$ cat src/rtl/rename_if.sv
// rename_if: rename-controller bus bundling rename, completion, retire and RAT ports.
// master: rename/CDB/retire requester plus RAT outputs (rat_assignments, rat_done).
// slave : rename_ctrl, drives ren_ready/ren_pr/ren_old_pr, RAT next-state and free_count.
interface rename_if #(
    parameter int NUM_LRS    = 10,
    parameter int ADDR_WIDTH = 5,
    parameter int LR_WIDTH   = 4
);
    logic                          ren_valid;
    logic [LR_WIDTH-1:0]           ren_lr;
    logic                          ren_ready;
    logic [ADDR_WIDTH-1:0]         ren_pr;
    logic [ADDR_WIDTH-1:0]         ren_old_pr;
    logic                          cdb_valid;
    logic [ADDR_WIDTH-1:0]         cdb_pr;
    logic                          free_valid;
    logic [ADDR_WIDTH-1:0]         free_pr;
    logic [NUM_LRS*ADDR_WIDTH-1:0] rat_assignments;
    logic [NUM_LRS-1:0]            rat_done;
    logic [NUM_LRS*ADDR_WIDTH-1:0] assignments_in;
    logic [NUM_LRS-1:0]            done_flags_in;
    logic [ADDR_WIDTH:0]           free_count;

    modport master (
        output ren_valid, ren_lr, cdb_valid, cdb_pr, free_valid, free_pr, rat_assignments, rat_done,
        input  ren_ready, ren_pr, ren_old_pr, assignments_in, done_flags_in, free_count
    );
    modport slave (
        input  ren_valid, ren_lr, cdb_valid, cdb_pr, free_valid, free_pr, rat_assignments, rat_done,
        output ren_ready, ren_pr, ren_old_pr, assignments_in, done_flags_in, free_count
    );
endinterface

$ cat src/rtl/rename_ctrl.sv
// rename_ctrl: free-list owner and RAT next-state sequencer for the OoO 6502 core.
// Ports: clk, rst (sync, active-high), bus (rename_if.slave): rename request/grant,
// CDB completion, retire free, RAT current state in, RAT next state out, free_count.
// Option: define RENAME_FREE_BYPASS_EN to let a rename take the retiring PR when the list is empty.
module rename_ctrl #(
    parameter int NUM_LRS    = 10,
    parameter int ADDR_WIDTH = 5,
    parameter int LR_WIDTH   = 4
) (
    input logic     clk,
    input logic     rst,
    rename_if.slave bus
);
    localparam int NUM_PRS = 1 << ADDR_WIDTH;

    typedef enum logic {INIT, RUN} state_t;

    state_t                state, state_nxt;
    logic [ADDR_WIDTH-1:0] mem [NUM_PRS];
    logic [ADDR_WIDTH-1:0] head, tail, new_pr;
    logic [ADDR_WIDTH:0]   count;
    logic                  run, lr_ok, bypass, ready, accept, push, pop;

    always_ff @(posedge clk)
        state <= rst ? INIT : state_nxt;

    always_comb
        state_nxt = RUN;

    // rst is folded in so INIT values appear while rst is still high
    assign run   = !rst && state == RUN;
    assign lr_ok = int'(bus.ren_lr) < NUM_LRS;
`ifdef RENAME_FREE_BYPASS_EN
    assign bypass = run && count == '0 && bus.free_valid;
`else
    assign bypass = 1'b0;
`endif
    assign ready  = run && lr_ok && (count != '0 || bypass);
    assign accept = bus.ren_valid && ready;
    assign new_pr = bypass ? bus.free_pr : mem[head];
    assign pop    = accept && !bypass;
    // a bypassed rename consumes the retiring PR, so nothing is pushed
    assign push   = run && bus.free_valid && !(accept && bypass) && count != (ADDR_WIDTH+1)'(NUM_PRS);

    always_comb begin
        bus.ren_ready      = ready;
        bus.ren_pr         = new_pr;
        bus.free_count     = count;
        bus.ren_old_pr     = '0;
        bus.assignments_in = bus.rat_assignments;
        bus.done_flags_in  = bus.rat_done;
        for (int i = 0; i < NUM_LRS; i++) begin
            if (bus.ren_lr == LR_WIDTH'(i))
                bus.ren_old_pr = bus.rat_assignments[i*ADDR_WIDTH +: ADDR_WIDTH];
            if (!run) begin
                bus.assignments_in[i*ADDR_WIDTH +: ADDR_WIDTH] = ADDR_WIDTH'(i);
                bus.done_flags_in[i] = 1'b1;
            end else begin
                if (bus.cdb_valid && bus.rat_assignments[i*ADDR_WIDTH +: ADDR_WIDTH] == bus.cdb_pr)
                    bus.done_flags_in[i] = 1'b1;
                // rename after completion so a same-LR collision leaves the bit cleared
                if (accept && bus.ren_lr == LR_WIDTH'(i)) begin
                    bus.assignments_in[i*ADDR_WIDTH +: ADDR_WIDTH] = new_pr;
                    bus.done_flags_in[i] = 1'b0;
                end
            end
        end
    end

    always_ff @(posedge clk) begin
        if (rst) begin
            for (int i = 0; i < NUM_PRS; i++)
                mem[i] <= ADDR_WIDTH'(i + NUM_LRS);
            head  <= '0;
            tail  <= ADDR_WIDTH'(NUM_PRS - NUM_LRS);
            count <= (ADDR_WIDTH+1)'(NUM_PRS - NUM_LRS);
        end else begin
            if (push) begin
                mem[tail] <= bus.free_pr;
                tail      <= tail + 1'b1;
            end
            if (pop)
                head <= head + 1'b1;
            count <= count + (ADDR_WIDTH+1)'(push) - (ADDR_WIDTH+1)'(pop);
        end
    end
endmodule

$ cat src/flat_wrapper.sv
// flat-port wrapper written by rule: the top's interface ports become plain ports
module rename_ctrl_flat 
#(
    parameter int NUM_LRS    = 10,
    parameter int ADDR_WIDTH = 5,
    parameter int LR_WIDTH   = 4
)
  (clk, rst, bus_ren_valid, bus_ren_lr, bus_cdb_valid, bus_cdb_pr, bus_free_valid, bus_free_pr, bus_rat_assignments, bus_rat_done, bus_ren_ready, bus_ren_pr, bus_ren_old_pr, bus_assignments_in, bus_done_flags_in, bus_free_count);
  rename_if #(.NUM_LRS(NUM_LRS), .ADDR_WIDTH(ADDR_WIDTH), .LR_WIDTH(LR_WIDTH)) bus_i ();
  input logic clk;
  input logic rst;
  input wire logic [$bits(bus_i.ren_valid)-1:0] bus_ren_valid;
  input wire logic [$bits(bus_i.ren_lr)-1:0] bus_ren_lr;
  input wire logic [$bits(bus_i.cdb_valid)-1:0] bus_cdb_valid;
  input wire logic [$bits(bus_i.cdb_pr)-1:0] bus_cdb_pr;
  input wire logic [$bits(bus_i.free_valid)-1:0] bus_free_valid;
  input wire logic [$bits(bus_i.free_pr)-1:0] bus_free_pr;
  input wire logic [$bits(bus_i.rat_assignments)-1:0] bus_rat_assignments;
  input wire logic [$bits(bus_i.rat_done)-1:0] bus_rat_done;
  output wire logic [$bits(bus_i.ren_ready)-1:0] bus_ren_ready;
  output wire logic [$bits(bus_i.ren_pr)-1:0] bus_ren_pr;
  output wire logic [$bits(bus_i.ren_old_pr)-1:0] bus_ren_old_pr;
  output wire logic [$bits(bus_i.assignments_in)-1:0] bus_assignments_in;
  output wire logic [$bits(bus_i.done_flags_in)-1:0] bus_done_flags_in;
  output wire logic [$bits(bus_i.free_count)-1:0] bus_free_count;
  assign bus_i.ren_valid = bus_ren_valid;
  assign bus_i.ren_lr = bus_ren_lr;
  assign bus_i.cdb_valid = bus_cdb_valid;
  assign bus_i.cdb_pr = bus_cdb_pr;
  assign bus_i.free_valid = bus_free_valid;
  assign bus_i.free_pr = bus_free_pr;
  assign bus_i.rat_assignments = bus_rat_assignments;
  assign bus_i.rat_done = bus_rat_done;
  assign bus_ren_ready = bus_i.ren_ready;
  assign bus_ren_pr = bus_i.ren_pr;
  assign bus_ren_old_pr = bus_i.ren_old_pr;
  assign bus_assignments_in = bus_i.assignments_in;
  assign bus_done_flags_in = bus_i.done_flags_in;
  assign bus_free_count = bus_i.free_count;
  rename_ctrl #(.NUM_LRS(NUM_LRS), .ADDR_WIDTH(ADDR_WIDTH), .LR_WIDTH(LR_WIDTH)) u_core (.clk(clk), .rst(rst), .bus(bus_i));
endmodule
$ cat config.mk
export PLATFORM = sky130hd
export DESIGN_NAME = rename_ctrl_flat
export DESIGN_NICKNAME = d
export VERILOG_FILES = /design/src/rtl/rename_if.sv /design/src/rtl/rename_ctrl.sv /design/src/flat_wrapper.sv
export SDC_FILE = /design/constraint.sdc
export NUM_CORES = 1
export LEC_CHECK = 0
export ABC_CLOCK_PERIOD_IN_PS = 2900
export CORE_UTILIZATION = 46
export CTS_CLUSTER_DIAMETER = 30
export DETAILED_ROUTE_END_ITERATION = 6
export PLACE_DENSITY = 0.72
export SYNTH_ARGS = -nofsm -noshare
export SYNTH_HDL_FRONTEND = slang
export SYNTH_SLANG_ARGS = --single-unit
export TNS_END_PERCENT = 10
$ cat constraint.sdc
create_clock -name clk -period 2.9 [get_ports clk]
set_clock_uncertainty 0.05 [all_clocks]
set_input_delay 0.435 -clock clk [delete_from_list [all_inputs] [get_ports clk]]
set_output_delay 0.435 -clock clk [all_outputs]
set_load 0.005 [all_outputs]
==> impl_metrics.csv, run 1 <==
group,metric,value,unit
global_route,antenna_found_initial,0,
final_layout,syn_to_final_growth,37.18,%
global_route,grt_overflow,0,
logic_synthesis,syn_area,0.01024,mm²
route,viasPerCell,5.931,
logic_synthesis,synthTopCellsByCount,"160 x edfxtp_1, 100 x nor2_1, 86 x nand2_1, 69 x clkbuf_1, 62 x nor3_1",
sta,period_share,1.231,
logic_synthesis,synth_area_leaders,"edfxtp_1 47%, mux4_2 13%, dfxtp_1 4.3%",
route,drtAntennaViolNets,0,
route,drcViolationCount,0,
floorplan,core,0.02182,mm²
critical_path,slowest_stage,"mux4_2",
critical_path,cp-end-kind,"output pin",
critical_path,crit_fanout,7,
critical_path,crit_path_start_kind,"flip-flop",
critical_path,rr_endpoint,"u_core.bus.free_count[5]$_SDFF_PP0_",
sta,slew-limit-headroom,0.5745,
cts,clockBufferDepth,2,
critical_path,path_depth,11,
global_route,grt_max_degree,40,
critical_path,crit_chain,"buf_12 -> buf_12 -> buf_8 -> mux4_2 -> mux4_2 -> mux2i_1 -> buf_4 -> buf_6 -> nor2_1 -> a31o_1 -> buf_2",
logic_synthesis,yosys_warnings,0,
power_and_ir_drop,p_leak,5.004,nW
final_layout,final_area,0.01405,mm²
cts,cts_tree,"yes",
placed_design,dpl_cell_area,0.01332,mm²
cts,htreeDepth,4,
critical_path,worst_ep_required_time,2.41,ns
placed_design,place.detailed.hpwl,22840,µm
sta,tightest_slew,0.6367,ns
floorplan,die_y,151.2,µm
worst_hold_path,hold_path_class,"reg2reg",
floorplan,io_pins,156,
route,routed_wl,32620,µm
route,first_pass_iters,5,
final_layout,num_antenna_cells,0,
status,outcome,"complete, but fails checks",
floorplan,die_w,151.2,µm
sta,hold_viol_final,0,
sta,worst_slack,-0.6699,ns
sta,drv_slew,0,
route,route.vias.total,8819,
critical_path,critical_path_class,"reg2out",
placed_design,place_congestion,0.9774,
logic_synthesis,synth.most_common_cell,"edfxtp_1",
final_layout,fillers,1675,
logic_synthesis,ys_types,44,
final_layout,drive_gt1_frac,0.3065,
logic_synthesis,syn-mean-instance-area,11.24,µm²
critical_path,worstReg2RegStart,"u_core.bus.free_count[2]$_SDFF_PP1_",
sta,whs,0.5044,ns
critical_path,path_buf_inv,6,
power_and_ir_drop,peakVddDrop,389.4,µV
critical_path,r2r_slack,-0.03,ns
logic_synthesis,synth.largest_area_cell,"edfxtp_1",
critical_path,max_stage_delay,0.54,ns
route,drt_iter0_drc,830,
cts,clock_latency,0.43,ns
sta,final.min_clock_period,3.570,ns
cts,cts.sinks,182,
cts,cts_buffers,17,
logic_synthesis,synth_edf_count,160,
power_and_ir_drop,finalPower,6.274,mW
global_route,grt_pass1_wl,49710,µm
placed_design,placed_cells,1437,
logic_synthesis,ys.flop_type,"edfxtp_1",
floorplan,row_count,54,
logic_synthesis,yosysSeqAreaShare,0.5122,
sta,rsz0062_at_grt,"true",
critical_path,cp.arrival,3.08,ns
logic_synthesis,synth_top_area_frac,0.4692,
cts,clock-root-buffer,"clkbuf_16",
cts,clk_pin_slew,0.06,ns
logic_synthesis,synth_nets,1005,
route,routedWlPerCell,21.94,µm
critical_path,r2r_cells,13,
sta,max_freq,280.1,MHz
sta,setup_tns,-29.48,ns
logic_synthesis,ys_seq_elements,182,
final_layout,stdcell_count,1487,
final_layout,fin_nets,1288,
sta,setup_viol,60,
power_and_ir_drop,power_density,446.6,mW/mm²
global_route,grt_use_total,0.2934,
logic_synthesis,async_reset_ff_frac,0,
job,maxCapViolations,0,
cts,ctsHoldBuffers,0,
placed_design,port_buffers,155,
final_layout,multi_input_area,0.004672,mm²
floorplan,dieArea,0.02286,mm²
logic_synthesis,syn_inst,911,
critical_path,critPathCapture,"bus_assignments_in[26]",
placed_design,preCtsSetupSlack,-0.5434,ns
floorplan,initial_core_util,0.4692,
global_route,first_global_vias,8903,
final_layout,final_core_util,0.6437,
final_layout,seqCellArea,0.005254,mm²
status,violations,"setup timing",
critical_path,cpLargestDelayFamily,"multiplexers",
## metal layers
layer	vias to the layer above	GRT usage	share of wire
met5	-	0	0
met4	0	0.1525	0.041
met3	97	0.05663	0.094
met2	520	0.4954	0.50
met1	4273	0.3560	0.37
li1	3929	-	-
## worst min-delay path by stage
stage	start	end	slack (ns)	cells past startpoint
finish	u_core.head[1]$_SDFFE_PP0N_	flip-flop	0.50	2
global route	u_core.head[1]$_SDFFE_PP0N_	flip-flop	0.54	2
CTS	u_core.tail[4]$_SDFFE_PP1N_	u_core.tail[4]$_SDFFE_PP1N_	0.50	2
detailed placement	u_core.head[4]$_SDFFE_PP0N_	flip-flop	0.48	2
global placement	u_core.head[4]$_SDFFE_PP0N_	u_core.head[4]$_SDFFE_PP0N_	0.46	2
floorplan	u_core.head[4]$_SDFFE_PP0N_	flip-flop	0.43	2
## layout by cell type (no fill, tap or decap), drive strengths merged, types with 4 or more instances in the layout
cell type | synthesis | final
a31o | 7 | 7
inv | 28 | 33
or3 | 6 | 6
nor2 | 100 | 100
nand3 | 43 | 43
o21ai | 48 | 48
nor3 | 62 | 62
ha | 14 | 14
mux2i | 14 | 14
clkdlybuf4s50 | 0 | 84
dlygate4sd2 | 0 | 15
mux4 | 60 | 60
clkbuf | 69 | 41
clkinv | 0 | 5
edfxtp | 160 | 160
clkdlybuf4s15 | 0 | 4
a31oi | 6 | 6
and2 | 6 | 6
dfxtp | 22 | 22
xor2 | 46 | 46
a21oi | 23 | 23
buf | 18 | 221
a211oi | 23 | 23
dlymetal6s2s | 0 | 4
and3 | 6 | 6
xnor2 | 14 | 14
nand4 | 12 | 12
nand2 | 86 | 86
nor2b | 7 | 7
nor4 | 13 | 13
## what timing repair did
action | 4_1_cts | 5_1_grt
resized for setup | 217 | 43
setup buffers | 15 | 0
pin swaps | 9 | 2
cloned | 4 | 0
setup endpoints to repair | 72 | 70
## cell type report
type / instances / share of cell area
clock buffer: 19 / 0.03082
multi-input combinational: 615 / 0.3326
clock inverter: 13 / 0.008551
timing repair buffer: 350 / 0.2216
tap: 280 / 0.02494
inverter: 28 / 0.007482
sequential: 182 / 0.3740
## registers in the layout, indices dropped and copies added, names as in the netlist, named ones only
| register | cells |
|---|---|
| u_core.bus.free_count | 6 |
| u_core.head | 5 |
| u_core.mem | 160 |
| u_core.state | 1 |
| u_core.tail | 5 |
## worst min-delay path, delay by kind of cell, from the launching register on
kind	cells	cell delay (ns)
DFF	1	0.32
muxes	1	0.13
and+or+nand+nor	1	0.06
## cells by family (layout without fill, tap and decap cells)
| logic type | count (synthesis) | count (layout) | synth area share |
|---|---|---|---|
| AO/OA/AOI/OAI | 112 | 112 | 0.06488 |
| multiplexers | 76 | 77 | 0.1478 |
| flip-flops | 182 | 182 | 0.5122 |
| XOR/XNOR | 60 | 60 | 0.05132 |
| AND/OR/NAND/NOR | 351 | 351 | 0.1595 |
| adder cells (fa/ha/maj) | 15 | 15 | 0.01906 |
| buffers and inverters | 115 | 410 | 0.04521 |
## power by group
| part | leakage [nW] | total, mW | switching (mW) | internal, mW |
|---|---|---|---|---|
| Sequential | 1.55 | 2.95 | 0.0355 | 2.91 |
| Clock | 0.267 | 2.19 | 1.00 | 1.19 |
| Combinational | 3.19 | 1.14 | 0.545 | 0.591 |
(Power assumes the default switching activity.)
==> run 2, diff against run 1 <==
- ABC_CLOCK_PERIOD_IN_PS: 2900 -> 3760
- PLACE_DENSITY: 0.72 -> 0.7
- clock period: 2.9 -> 3.76 ns (I/O delays scaled with it)
==> run 2 against run 1 <==
  * The run now ends clean
  * Critical path type unchanged
  * Final area down 6.8%
  * Register-to-register slack better by 0.77 ns
  * Cell count down 8.5%
  * Non-clock buffer count down 126
  * Critical path depth down 4
  * Sequential share of layout area up 2.7 points
  * Flip-flop and latch count unchanged
==> impl_metrics.csv, run 2 (synthesized netlist as in run 1, its figures left out) <==
group,metric,value,unit
cts,htreeDepth,4,
sta,max_freq,269.9,MHz
floorplan,core,0.02182,mm²
route,drtAntennaViolNets,0,
power_and_ir_drop,peakVddDrop,368.6,µV
sta,setup_viol,0,
critical_path,crit_path_start_kind,"flip-flop",
power_and_ir_drop,p_comb_frac,0.157,
global_route,grt_max_degree,41,
floorplan,dieArea,0.02286,mm²
critical_path,crit_fanout,20,
placed_design,place.detailed.hpwl,21060,µm
cts,clock_latency,0.43,ns
final_layout,largest_register_ffs,160,
sta,tightest_slew,0.9138,ns
sta,period_share,0.9854,
global_route,antenna_found_initial,0,
final_layout,fin_nets,1161,
route,drt_iter0_drc,570,
sta,hold_viol_final,0,
sta,slew-limit-headroom,0.3901,
sta,final.min_clock_period,3.705,ns
final_layout,final_area,0.01309,mm²
final_layout,drive_gt1_frac,0.1676,
power_and_ir_drop,power_frac_seq,0.478,
route,viasPerCell,5.868,
floorplan,die_y,151.2,µm
floorplan,row_count,54,
final_layout,num_antenna_cells,0,
route,route.vias.total,7981,
final_layout,stdcell_count,1360,
sta,rsz0062_at_grt,"true",
cts,clock-root-buffer,"clkbuf_16",
floorplan,die_w,151.2,µm
route,drcViolationCount,0,
placed_design,dpl_cell_area,0.01238,mm²
power_and_ir_drop,switchingPower,1.212,mW
job,maxCapViolations,0,
global_route,grt_pass1_wl,43120,µm
critical_path,cp.arrival,3.09,ns
global_route,grt_overflow,0,
global_route,grt_use_total,0.2558,
final_layout,syn_to_final_growth,27.86,%
final_layout,registers.top_by_ff_count,"u_core.mem",
placed_design,place_congestion,0.8995,
critical_path,cp-end-kind,"output pin",
floorplan,initial_core_util,0.4692,
route,routed_wl,28980,µm
worst_hold_path,hold_path_class,"reg2reg",
cts,cts_tree,"yes",
final_layout,layout_commonest_cell,"edfxtp_1",
global_route,first_global_vias,7761,
power_and_ir_drop,p_int,3.533,mW
critical_path,worst_ep_required_time,3.15,ns
power_and_ir_drop,clock_power_share,0.365,
final_layout,final_cell_mix,"160 x edfxtp_1, 117 x clkdlybuf4s50_1, 98 x nor2_1",
cts,cts.sinks,182,
cts,clk_pin_slew,0.07,ns
power_and_ir_drop,power_density,362.5,mW/mm²
route,first_pass_iters,5,
cts,clockBufferDepth,2,
cts,cts_buffers,17,
power_and_ir_drop,p_leak,4.567,nW
power_and_ir_drop,p_sw_frac,0.2555,
placed_design,placed_cells,1328,
sta,drv_slew,0,
placed_design,port_buffers,155,
critical_path,critical_path_class,"reg2out",
route,routedWlPerCell,21.31,µm
floorplan,io_pins,156,
status,outcome,"finished clean",
==> run 2: changes by cell type in the layout (fill, tap and decap cells not counted), sizes merged <==
| cell | before | now |
|---|---|---|
| buf | 221 | 69 |
| clkdlybuf4s50 | 84 | 117 |
| clkbuf | 41 | 17 |
| dlymetal6s2s | 4 | 25 |
| clkdlybuf4s15 | 4 | 0 |
| clkinvlp | 2 | 5 |
| dlygate4sd2 | 15 | 13 |
| clkinv | 5 | 4 |
| mux2 | 3 | 2 |
==> run 2: layout make-up <==
class	instances	area, µm²
clock buffers	17	425.4
multi-input cells	614	4606
flip-flops and latches	182	5250
inverters	28	105.1
repair buffers	224	2210
fillers	1756	8731
clock inverters	15	146.4
well taps	280	350.3
==> run 2: final timing paths <==
kind                                                            end  slack [ns]  cells after the start                                 from
worst max-delay path                          bus_assignments_in[9]        0.06                      7                            flip-flop
worst min-delay path                    u_core.tail[4]$_SDFFE_PP1N_        0.49                      2          u_core.tail[4]$_SDFFE_PP1N_
worst max register to register  u_core.bus.free_count[5]$_SDFF_PP0_        0.74                     14  u_core.bus.free_count[3]$_SDFF_PP0_
worst min register to register          u_core.tail[4]$_SDFFE_PP1N_        0.49                      2          u_core.tail[4]$_SDFFE_PP1N_
==> run 2: worst max-delay path, stage by stage, from the launching register on <==
cell and delay, ns:
dfxtp_4 0.37, buf_12 0.20, mux4_2 0.56, mux4_2 0.52
mux2_4 0.38, nor2_2 0.11, nor2_1 0.05, clkdlybuf4s50_1 0.45
==> run 2: power groups by stage <==
stage	sequential (mW)	combinational (mW)	clock, mW
floorplan	2.31	0.388	0
finish	2.27	0.744	1.73
detailed placement	2.31	0.739	0
CTS	2.27	0.745	1.74
global placement	2.31	0.728	0
global route	2.27	0.811	1.82
==> run 2: what timing repair did <==
action                                  4_1_cts  5_1_grt
endpoints found under the setup margin       43       35
resized for setup                            24       35
hold buffers                                  0        0
cloned                                        0        0
setup buffers                                 0        0
==> run 2: per-layer routing <==
metal | wire length (µm) | GRT usage | share of wire | vias up
met2 | 14670 | 0.4445 | 0.51 | 349
li1 | - | - | - | 3660
met5 | 0 | 0 | 0 | -
met3 | 2189 | 0.04518 | 0.076 | 74
met1 | 11070 | 0.3070 | 0.38 | 3898
met4 | 1049 | 0.1205 | 0.036 | 0
==> run 2: through the flow <==
| stage | setup slack [ns] | total power, mW | util | hold WS [ns] | setup TNS, ns |
|---|---|---|---|---|---|
| 2_1_floorplan | 0.5475 | 2.694 | - | 0.4347 | 0 |
| 3_3_place_gp | 0.2031 | 3.039 | 0.5673 | 0.4592 | 0 |
| 3_5_place_dp | 0.1781 | 3.052 | 0.5673 | 0.4704 | 0 |
| 4_1_cts | -0.0006091 | 4.757 | 0.5953 | 0.4918 | -0.0006091 |
| 5_1_grt | -0.1120 | 4.907 | 0.5999 | 0.5160 | -0.3113 |
| 6_report | 0.05506 | 4.746 | 0.5999 | 0.4910 | 0 |
==> run 3, diff against run 2 <==
- CORE_UTILIZATION: 46 -> 55
- PLACE_DENSITY: 0.7 -> 0.81
==> run 3 against run 2 <==
  * The run now ends with DRC, setup timing left
  * Largest cell class unchanged
  * Critical path type unchanged
  * Flip-flop and latch count did not move
  * Non-clock buffer count increased by 9
  * Register-to-register slack got worse by 0.04 ns
  * First-iteration DRC count rose by 48%
  * Count of clock-buffer cells in the layout increased by 3
  * Sequential share of layout area shrank 0.16 points
  * Wire length grew 7.3%
  * Final area up 0.38%
  * Global-route usage up 6.4 points
==> impl_metrics.csv, run 3 (synthesized netlist as in run 1, its figures left out) <==
group,metric,value,unit
critical_path,cp-end-kind,"output pin",
critical_path,crit_fanout,11,
route,routed_wl,31090,µm
cts,cts.sinks,182,
global_route,grt_max_degree,41,
cts,ctsHoldBuffers,0,
floorplan,die_y,138.4,µm
route,viasPerCell,6.321,
floorplan,row_count,49,
critical_path,slowest_stage,"mux4_2",
global_route,grt_pass1_wl,46030,µm
critical_path,r2r_slack,0.70,ns
placed_design,port_buffers,155,
placed_design,preCtsSetupSlack,0.1903,ns
sta,drv_slew,0,
power_and_ir_drop,peakVddDrop,411.9,µV
final_layout,fillers,1219,
sta,hold_viol_final,0,
floorplan,core,0.01809,mm²
route,first_pass_iters,7,
global_route,grt_use_total,0.3201,
floorplan,die_w,138.4,µm
final_layout,seqCellArea,0.005249,mm²
final_layout,layout_commonest_cell,"edfxtp_1",
sta,rsz0062_at_grt,"true",
critical_path,cpLargestDelayFamily,"multiplexers",
critical_path,worstReg2RegStart,"u_core.bus.free_count[2]$_SDFF_PP1_",
cts,clock_latency,0.44,ns
sta,worst_slack,-0.01927,ns
critical_path,cp.arrival,3.17,ns
status,violations,"DRC, setup timing",
floorplan,dieArea,0.01917,mm²
cts,cts_buffers,17,
floorplan,initial_core_util,0.5662,
sta,final.min_clock_period,3.779,ns
sta,slew-limit-headroom,0.3434,
floorplan,io_pins,156,
critical_path,path_depth,7,
route,drtAntennaViolNets,0,
final_layout,stdcell_count,1316,
critical_path,cpMostUsedCell,"mux4_2",
route,drt_iter0_drc,846,
route,routedWlPerCell,23.62,µm
critical_path,path_buf_inv,4,
final_layout,final_cell_mix,"160 x edfxtp_1, 103 x clkdlybuf4s50_1, 99 x nor2_1",
status,outcome,"complete, but fails checks",
placed_design,place.detailed.hpwl,20960,µm
sta,setup_viol,1,
critical_path,r2r_cells,14,
sta,max_freq,264.6,MHz
sta,period_share,1.005,
job,maxCapViolations,0,
critical_path,worst_ep_required_time,3.15,ns
final_layout,largest_register_ffs,160,
global_route,antenna_found_initial,0,
sta,tightest_slew,0.9838,ns
final_layout,registers.top_by_ff_count,"u_core.mem",
worst_hold_path,hold_path_class,"reg2reg",
cts,clk_pin_slew,0.06,ns
critical_path,critical_path_class,"reg2out",
final_layout,multi_input_area,0.004587,mm²
global_route,grt_overflow,0,
final_layout,syn_to_final_growth,28.35,%
final_layout,num_antenna_cells,0,
critical_path,critPathCapture,"bus_ren_pr[3]",
worst_hold_path,holdPathStages,2,
critical_path,rr_endpoint,"u_core.bus.free_count[5]$_SDFF_PP0_",
final_layout,drive_gt1_frac,0.1656,
worst_hold_path,min_from,"u_core.head[4]$_SDFFE_PP0N_",
power_and_ir_drop,p_leak,4.593,nW
critical_path,crit_path_start_kind,"flip-flop",
global_route,first_global_vias,8094,
critical_path,max_stage_delay,0.55,ns
route,route.vias.total,8319,
placed_design,place_congestion,0.9372,
cts,clock-root-buffer,"clkbuf_16",
route,drcViolationCount,38,
placed_design,placed_cells,1270,
cts,clockBufferDepth,2,
cts,htreeDepth,4,
power_and_ir_drop,power_density,358.5,mW/mm²
final_layout,fin_nets,1170,
cts,cts_tree,"yes",
critical_path,crit_chain,"clkbuf_16 -> mux4_2 -> mux4_2 -> mux2i_4 -> buf_12 -> inv_1 -> clkdlybuf4s50_1",
run 3: changes by cell type in the layout (fill, tap and decap cells not counted), moves of 3 or more:
cell	previous run	this run
clkdlybuf4s50_1	117	103
dlygate4sd2_1	13	27
buf_12	6	10
buf_4	58	62
buf_6	5	1
clkbuf_16	17	21
dlymetal6s2s_1	25	21
clkbuf_1	0	3
clkdlybuf4s15_1	0	3
clkinv_2	0	3
clkinv_4	3	0
inv_6	3	0
run 3: area by class of cell:
type	count	share of cell area
flip-flops and latches	182	0.3994
well taps	229	0.02180
multi-input cells	614	0.3490
clock buffers	20	0.03323
inverters	28	0.007997
repair buffers	233	0.1803
clock inverters	10	0.008283
run 3: how the worst min path moves through the flow:
stage / end / slack (ns)
after floorplan: flip-flop / 0.43
after global placement: flip-flop / 0.46
after detailed placement: flip-flop / 0.47
after CTS: u_core.head[4]$_SDFFE_PP0N_ / 0.50
after global routing: u_core.head[4]$_SDFFE_PP0N_ / 0.55
final: u_core.head[4]$_SDFFE_PP0N_ / 0.51
run 3: where the power goes:
part / switching [mW] / total (mW) / leakage, nW / internal, mW
clock: 0.726 / 1.69 / 0.255 / 0.963
combinational: 0.389 / 0.752 / 2.79 / 0.363
sequential: 0.0282 / 2.27 / 1.55 / 2.24
run 3: metrics by stage:
step / power, mW / hold slack [ns] / cell area, µm² / setup TNS [ns] / utilization
floorplan: 2.694 / 0.4347 / 10240 / 0 / -
global placement: 3.029 / 0.4561 / 12290 / 0 / 0.6795
detailed placement: 3.050 / 0.4688 / 12290 / 0 / 0.6795
CTS: 4.705 / 0.5018 / 12910 / -0.002767 / 0.7136
global route: 4.853 / 0.5548 / 13140 / -0.4340 / 0.7267
finish: 4.712 / 0.5059 / 13140 / -0.01927 / 0.7267
run 3: worst min-delay path, cell delays in order (launching register included):
cell and delay, ns:
dfxtp_1 0.33, xor2_1 0.07, nor2_1 0.11
run 3: what timing repair did:
action	CTS	global route
endpoints found under the setup margin	18	22
resized for setup	38	32
buffers inserted	5	6
endpoints found under the hold margin	0	0
cloned	1	4
run 3: layer usage:
layer,part of all wire,track usage
met5,0,0
met4,0.041,0.1549
met3,0.099,0.05334
met2,0.52,0.5610
met1,0.34,0.3854
